**config.mk**
```make
export PLATFORM = sky130hd
export DESIGN_NAME = cast_credit_returner
export DESIGN_NICKNAME = d
export VERILOG_FILES = /design/src/rtl/cast_credit_returner.sv
export SDC_FILE = /design/constraint.sdc
export NUM_CORES = 1
export LEC_CHECK = 0
export BUFFER_PORTS_ARGS = -buffer_cell sky130_fd_sc_hd__buf_2
export CORE_MARGIN = 2
export CORE_UTILIZATION = 54
export DETAILED_ROUTE_END_ITERATION = 8
export PLACE_DENSITY = 0.77
export RECOVER_POWER = 25
export SKIP_CTS_REPAIR_TIMING = 1
export SLEW_MARGIN = 20
export SYNTH_ARGS = -nofsm -noshare
export SYNTH_HDL_FRONTEND = slang
export SYNTH_SLANG_ARGS = --single-unit
```
**constraint.sdc**
```tcl
create_clock -name clk -period 7 [get_ports clk]
set_clock_uncertainty 0.15 [all_clocks]
set_input_delay 0.35 -clock clk [delete_from_list [all_inputs] [get_ports clk]]
set_output_delay 0.35 -clock clk [all_outputs]
set_load 0.03 [all_outputs]
```
**src/rtl/cast_credit_returner.sv**
```systemverilog
// Destination-side cast credit returner. Drained body flits become batched,
// coordinate-tagged credit tokens for the source's credit counter. Packet lengths are checked too.
module cast_credit_returner #(
  parameter bit          isFC    = 1'b0,
  parameter int unsigned FCpl    = 16,
  parameter int unsigned BATCH   = 4,
  parameter int unsigned MY_X    = 0,
  parameter int unsigned MY_Y    = 0,
  parameter logic [1:0]  FT_HEAD = 2'b00,
  parameter logic [1:0]  FT_BODY = 2'b01,
  parameter logic [1:0]  FT_TAIL = 2'b10
) (
  input  logic        clk,
  input  logic        rstn,
  input  logic        fire,
  input  logic [1:0]  flit_type,
  output logic        crd_vld,
  input  logic        crd_rdy,
  output logic [31:0] crd_val,
  output logic [7:0]  crd_x,
  output logic [7:0]  crd_y,
  output logic [31:0] crd_total,
  output logic        pkt_err
);

  localparam int unsigned CRD_W = 32;
  localparam int unsigned CNT_W = $clog2(FCpl) + 1;
  localparam logic [CRD_W-1:0] PEND_MAX = '1;
  localparam logic [CRD_W-1:0] BATCH_C  = CRD_W'(BATCH);
  localparam logic [CNT_W-1:0] CNT_MAX  = '1;
  localparam logic [CNT_W-1:0] BODY_EXP = CNT_W'(FCpl - 2);

  typedef enum logic {IDLE, PKT} state_t;

  state_t           state, state_nx;
  logic [CNT_W-1:0] body_cnt, body_cnt_nx;
  logic [CRD_W-1:0] pending, pending_nx, pend_sum;
  logic             flush, flush_nx;
  logic             crd_vld_nx;
  logic [CRD_W-1:0] crd_val_nx, crd_total_nx;
  logic             pkt_err_nx;

  logic fire_en, head_fire, body_fire, tail_fire;
  logic xfer, slot_free, issue;

  // Non-FC nodes see no fires, so every register stays at its reset value
  assign fire_en   = fire & isFC;
  assign head_fire = fire_en & (flit_type == FT_HEAD);
  assign body_fire = fire_en & (flit_type == FT_BODY);
  assign tail_fire = fire_en & (flit_type == FT_TAIL);

  assign xfer      = crd_vld & crd_rdy;
  assign slot_free = ~crd_vld | xfer;
  assign pend_sum  = (pending == PEND_MAX) ? PEND_MAX : pending + CRD_W'(body_fire);
  assign issue     = slot_free & (pend_sum != '0) &
                     ((pend_sum >= BATCH_C) | flush | tail_fire);

  assign crd_x = 8'(MY_X);
  assign crd_y = 8'(MY_Y);

  // Credit accumulation and token slot; in-flight token never absorbs new earnings
  always_comb begin
    pending_nx   = pending;
    flush_nx     = flush;
    crd_vld_nx   = crd_vld;
    crd_val_nx   = crd_val;
    crd_total_nx = crd_total + (xfer ? crd_val : '0);
    if (slot_free) begin
      flush_nx = 1'b0;
      if (issue) begin
        crd_vld_nx = 1'b1;
        crd_val_nx = pend_sum;
        pending_nx = '0;
      end else begin
        crd_vld_nx = 1'b0;
        pending_nx = pend_sum;
      end
    end else begin
      pending_nx = pend_sum;
      flush_nx   = flush | tail_fire;
    end
  end

  // Packet framing FSM; errors never block credit earning
  always_comb begin
    state_nx    = state;
    body_cnt_nx = body_cnt;
    pkt_err_nx  = pkt_err;
    case (state)
      IDLE: begin
        if (head_fire) begin
          state_nx    = PKT;
          body_cnt_nx = '0;
        end else if (body_fire | tail_fire) begin
          pkt_err_nx = 1'b1;
        end
      end
      PKT: begin
        if (head_fire) begin
          pkt_err_nx  = 1'b1;
          body_cnt_nx = '0;
        end else if (body_fire) begin
          body_cnt_nx = (body_cnt == CNT_MAX) ? body_cnt : body_cnt + CNT_W'(1);
        end else if (tail_fire) begin
          state_nx = IDLE;
          if (body_cnt != BODY_EXP) pkt_err_nx = 1'b1;
        end
      end
      default: state_nx = IDLE;
    endcase
  end

  always_ff @(posedge clk or negedge rstn) begin
    if (!rstn) begin
      state     <= IDLE;
      body_cnt  <= '0;
      pending   <= '0;
      flush     <= 1'b0;
      crd_vld   <= 1'b0;
      crd_val   <= '0;
      crd_total <= '0;
      pkt_err   <= 1'b0;
    end else begin
      state     <= state_nx;
      body_cnt  <= body_cnt_nx;
      pending   <= pending_nx;
      flush     <= flush_nx;
      crd_vld   <= crd_vld_nx;
      crd_val   <= crd_val_nx;
      crd_total <= crd_total_nx;
      pkt_err   <= pkt_err_nx;
    end
  end

endmodule

```
Word level (Yosys, flattened, before mapping)
Index checks and enable logic that the tools add are counted.
Widths: inputs -> output; s select.
{ "totals": {"inputBits": 6, "rom_bits": 0, "mem_bits_rw": 0, "latch_bits": 0, "regBits": 97, "out_inout_bits": 82, "mem_count": 0} }
{ "classes": {"n_addsub": 1, "muxes": 5, "n_reduce_logical": 2, "eq_ne": 1, "n_mul": 0, "n_bitwise": 5, "n_div": 0, "shifts": 0, "n_lt_le_gt_ge": 1} }
{ "ops": {"columns": ["op", "count"], "rows": [
  ["$mux 32", 4],
  ["$add 32x32->32", 1],
  ["$eq 32x32->1 const B", 1],
  ["$ge 32x3->1 const B", 1],
  ["$reduce_bool 32->1", 1],
  ["$and 1x1->1", 3],
  ["$reduce_and 2->1", 1],
  ["$mux 1", 1],
  ["$not 1->1", 1],
  ["$or 1x1->1", 1]
]} }

Depth between registers and ports, before layout
{ "logic_depth": {"depth_word": 7, "ltp_mapped": 12, "ltp_nobuf": 11} }

Worst setup path before layout
Ideal clock, no wire load.
{ "synth_timing": {"path_type": "flip-flop to flip-flop", "startpoint": "register crd_vld", "endpoint": "register crd_total[28]", "n_path_buf": 1, "t_arrival_ps": 2908, "setup_ps": 125, "period_less_slack_ps": 3183, "slack_ps": 3817, "path_stages_with_launch": 13, "required_ps": 6725, "cell_sequence": "dfrtp_1 clkbuf_1 and3_1 ha_1 inv_1 fa_1 nor2b_1 o21bai_4 a2111oi_4 nor3_1 nor3_1 o22ai_1 xnor2_1"} }
{ "synth_via": {"elab_chain_len": 3} }
{ "synth_rtl": {"columns": ["item", "line_no", "rtl"], "rows": [
  ["start: declaration", "17", "output logic crd_vld,"],
  ["start signal: assignment", "128", "crd_vld <= crd_vld_nx;"],
  ["$and 1x1->1", "52", "assign xfer = crd_vld & crd_rdy;"],
  ["$mux 32", "67", "crd_total_nx = crd_total + (xfer ? crd_val : '0);"],
  ["$add 32x32->32", "67", null],
  ["via crd_total_nx[28]", "40", "logic [CRD_W-1:0] crd_val_nx, crd_total_nx;"],
  ["end signal: assignment", "130", "crd_total <= crd_total_nx;"],
  ["end: declaration", "22", "output logic [31:0] crd_total,"]
]} }
The timed path passes the listed nets, and every way through them passes these cells.
A chain may end at the register's enable or synchronous reset.

Final worst setup path
Same ends and word-level chain as after synthesis.

==> results.txt <==
Final instance count without filler cells - 694
Delay-heaviest family, CP - simple AND/OR/NAND/NOR gates
Post-synth EDFFs - 0
Rel. slew slack - -59.97%
I/O Buffers - 67
Routed Antenna Nets - 0
Nets@finish - 594
Clock latency on the worst-skew pair - 0.37 ns
DRC Markers - 0
Synth Register Bits - 97
CTS tree - done
Fin crit period - 3.791 ns
Total CTS buffers - 9
Mapped Cells - 496
Most frequent cell on the critical path - nor3_1
Max-slew violation count - 48
Pwr Density - 160.7 nW/µm²
Sequential share of the synthesized area - 44.71%
CTS root buffer - clkbuf_8
Layout area overhead - 9.818%
Drt wl/cell - 17.20 µm
Critical path fanouts, max - 35
Status - finished with violations
Clock slew at reported path FFs - 0.09 ns
Req. time, crit path - 7.10 ns
Fillers - 881
First-pass GRT wire length - 19600 µm
Post-synth design cell area - 5429 µm²
Initial DRC count - 217
VDD IR max - 0.1172 mV
Initial Util - 55.54%
CP max-delay cell - dfrtp_1
Number of inserted diodes - 0
Placed cell count - 677
Class of the worst hold path - reg2reg
RSZ-0062 raised after global routing - false
Grt total ovfl - 0
Vias in the first global route - 3828
Share of layout cells above drive strength 1 - 19.43%
Final Cell Area - 5962 µm²
Final Setup Violations - 0
DP Area - 5782 µm²
Worst setup path class - reg2reg
Failing checks - capacitance limit, slew limit
H-tree depth - 3
Via-per-instance ratio - 5.644
Chip Height - 104.3 µm
Full die area - 10870 µm²
RePlAce Congestion - 0.9188
Total I/O pin count - 88
Total number of vias - 3917
Main synth FF type - dfrtp_1
Crit-path cells - and3_1, ha_1, inv_1, fa_1, nor2b_1, o21bai_4, a2111oi_4, nor3_1, nor3_1, o22ai_1, xnor2_1
Asr flop ratio synth - 100.0%
Maximum number of pins on one net before global-route repair - 52
Number of antenna violations at the first check in global routing - 0
Multi-input logic area - 2771 µm²
Max stage delay on crit path - 0.99 ns
Setup_tns - 0 ns
Place WS - 3.217 ns
Synth cell types - 55
Worst path bufs/invs - 1
Setup crit end kind - register
Pleak - 3.232 nW
Final wirelength - 11940 µm
Register area - 2427 µm²
Tot Pwr - 0.0009582 W
1st-pass router iterations - 4
Max cap viols - 1
Crit share post-route - 54.15%
CP startpoint kind - register
Core area - 9774 µm²
Highest clock rate - 263.8 MHz
Worst-margin pin slew - 2.400 ns
Gr usage total - 22.67%
Yosys warns - 0
Die X - 104.3 µm
CTS sink count - 97
PnR worst setup slack - 3.209 ns
DP HPWL - 8741 µm
Num rows - 36
CTS max path bufs - 2
Crit path DAT - 3.90 ns
Syn_area_per_cell - 10.95 µm²
Hold Fails Final Rpt - 0
## through the flow
| step | hold WS (ns) | utilization [%] |
|---|---|---|
| floorplan | -0.09559 | - |
| global placement | 0.2213 | 59.15 |
| detailed placement | 0.2347 | 59.15 |
| CTS | -0.1623 | 61.16 |
| global route | 0.3747 | 61.00 |
| finish | 0.3514 | 61.00 |
## where the power goes
group	switching (W)	total, W	leakage [nW]	internal, W
Combinational	0.0000251	0.0000264	1.78	0.00000126
Clock	0.000196	0.000372	0.0970	0.000176
Sequential	0.000000000000000000234	0.000560	1.35	0.000560
Total	0.000221	0.000958	3.23	0.000737
## registers in the layout (all words and copies together) (netlist names)
signal	flops
pending	32
crd_val	32
crd_total	32
crd_vld	1
## kinds of logic after synthesis
logic type / count (synthesis) / share of synthesized area [%]
buffers and inverters: 54 / 5.485
DFF: 97 / 44.71
xor gates and xnor gates: 25 / 4.033
adders and majority gates: 32 / 7.513
and+or+nand+nor: 150 / 15.19
AOI/OAI and AO/OA: 103 / 14.04
other: 1 / 0.06907
muxes: 34 / 8.965
## worst paths after layout
kind                            slack (ns)       start             to  cells after the start
worst max register to register        3.21     crd_vld  crd_total[28]                     11
min in group asynchronous             1.10        rstn     pending[7]                      2
max in group asynchronous             3.89        rstn  crd_total[18]                      3
worst min register to register        0.35  pending[1]     pending[1]                      1
worst max-delay path                  3.21     crd_vld  crd_total[28]                     11
worst min-delay path                  0.35  pending[1]     pending[1]                      1
## cell usage in the layout (no fill, tap or decap), types with 2 or more instances in the layout
| master | count |
|---|---|
| xnor2_1 | 22 |
| a21oi_2 | 3 |
| a31o_2 | 2 |
| or3_1 | 3 |
| a21oi_1 | 25 |
| and3_1 | 34 |
| clkbuf_1 | 21 |
| inv_1 | 17 |
| mux2_4 | 28 |
| dfrtp_1 | 97 |
| o21bai_1 | 4 |
| a21boi_0 | 2 |
| or4_1 | 2 |
| o21ai_0 | 7 |
| nor3_1 | 8 |
| nor2_1 | 18 |
| buf_4 | 2 |
| buf_2 | 48 |
| a21o_1 | 14 |
| nor4_1 | 7 |
| o22ai_1 | 2 |
| clkbuf_8 | 10 |
| nor2b_1 | 33 |
| conb_1 | 17 |
| o2111ai_1 | 4 |
| o31ai_1 | 3 |
| o211ai_1 | 5 |
| nand3_1 | 13 |
| nand2_1 | 20 |
| a211oi_1 | 2 |
| mux2_2 | 5 |
| ha_1 | 31 |
| a31oi_1 | 6 |
| o21a_1 | 10 |
| a21oi_4 | 2 |
| xor2_1 | 3 |
| nand4_1 | 8 |
## cell type report
class / instances / share of cell area, %
multi-input cells: 361 / 46.48
flip-flops and latches: 97 / 40.71
repair buffers: 70 / 5.645
clock inverters: 4 / 0.8604
inverters: 17 / 1.070
clock buffers: 12 / 2.434
well taps: 133 / 2.791
## Yosys cell counts (10+ instances only)
cell / instances / area [µm²]
dfrtp_1: 97 / 2427
and3_1: 34 / 212.7
nor2b_1: 33 / 206.5
ha_1: 31 / 387.9
mux2_4: 28 / 420.4
a21oi_1: 25 / 125.1
xnor2_1: 22 / 192.7
nand2_1: 20 / 75.07
nor2_1: 18 / 67.56
buf_4: 17 / 127.6
inv_1: 17 / 63.81
clkbuf_1: 15 / 56.30
a21o_1: 14 / 105.1
nand3_1: 13 / 65.06
o21a_1: 10 / 75.07
## metal layers
metal  up-vias  part of all wire [%]  track usage (%)
met5         -                     0                0
met4         0                   1.7            8.012
met3        16                   4.2            2.945
met2        93                    49            36.13
met1      1924                    45            31.96
li1       1884                     -                -
No activity file was read; power rests on OpenSTA's default activity.
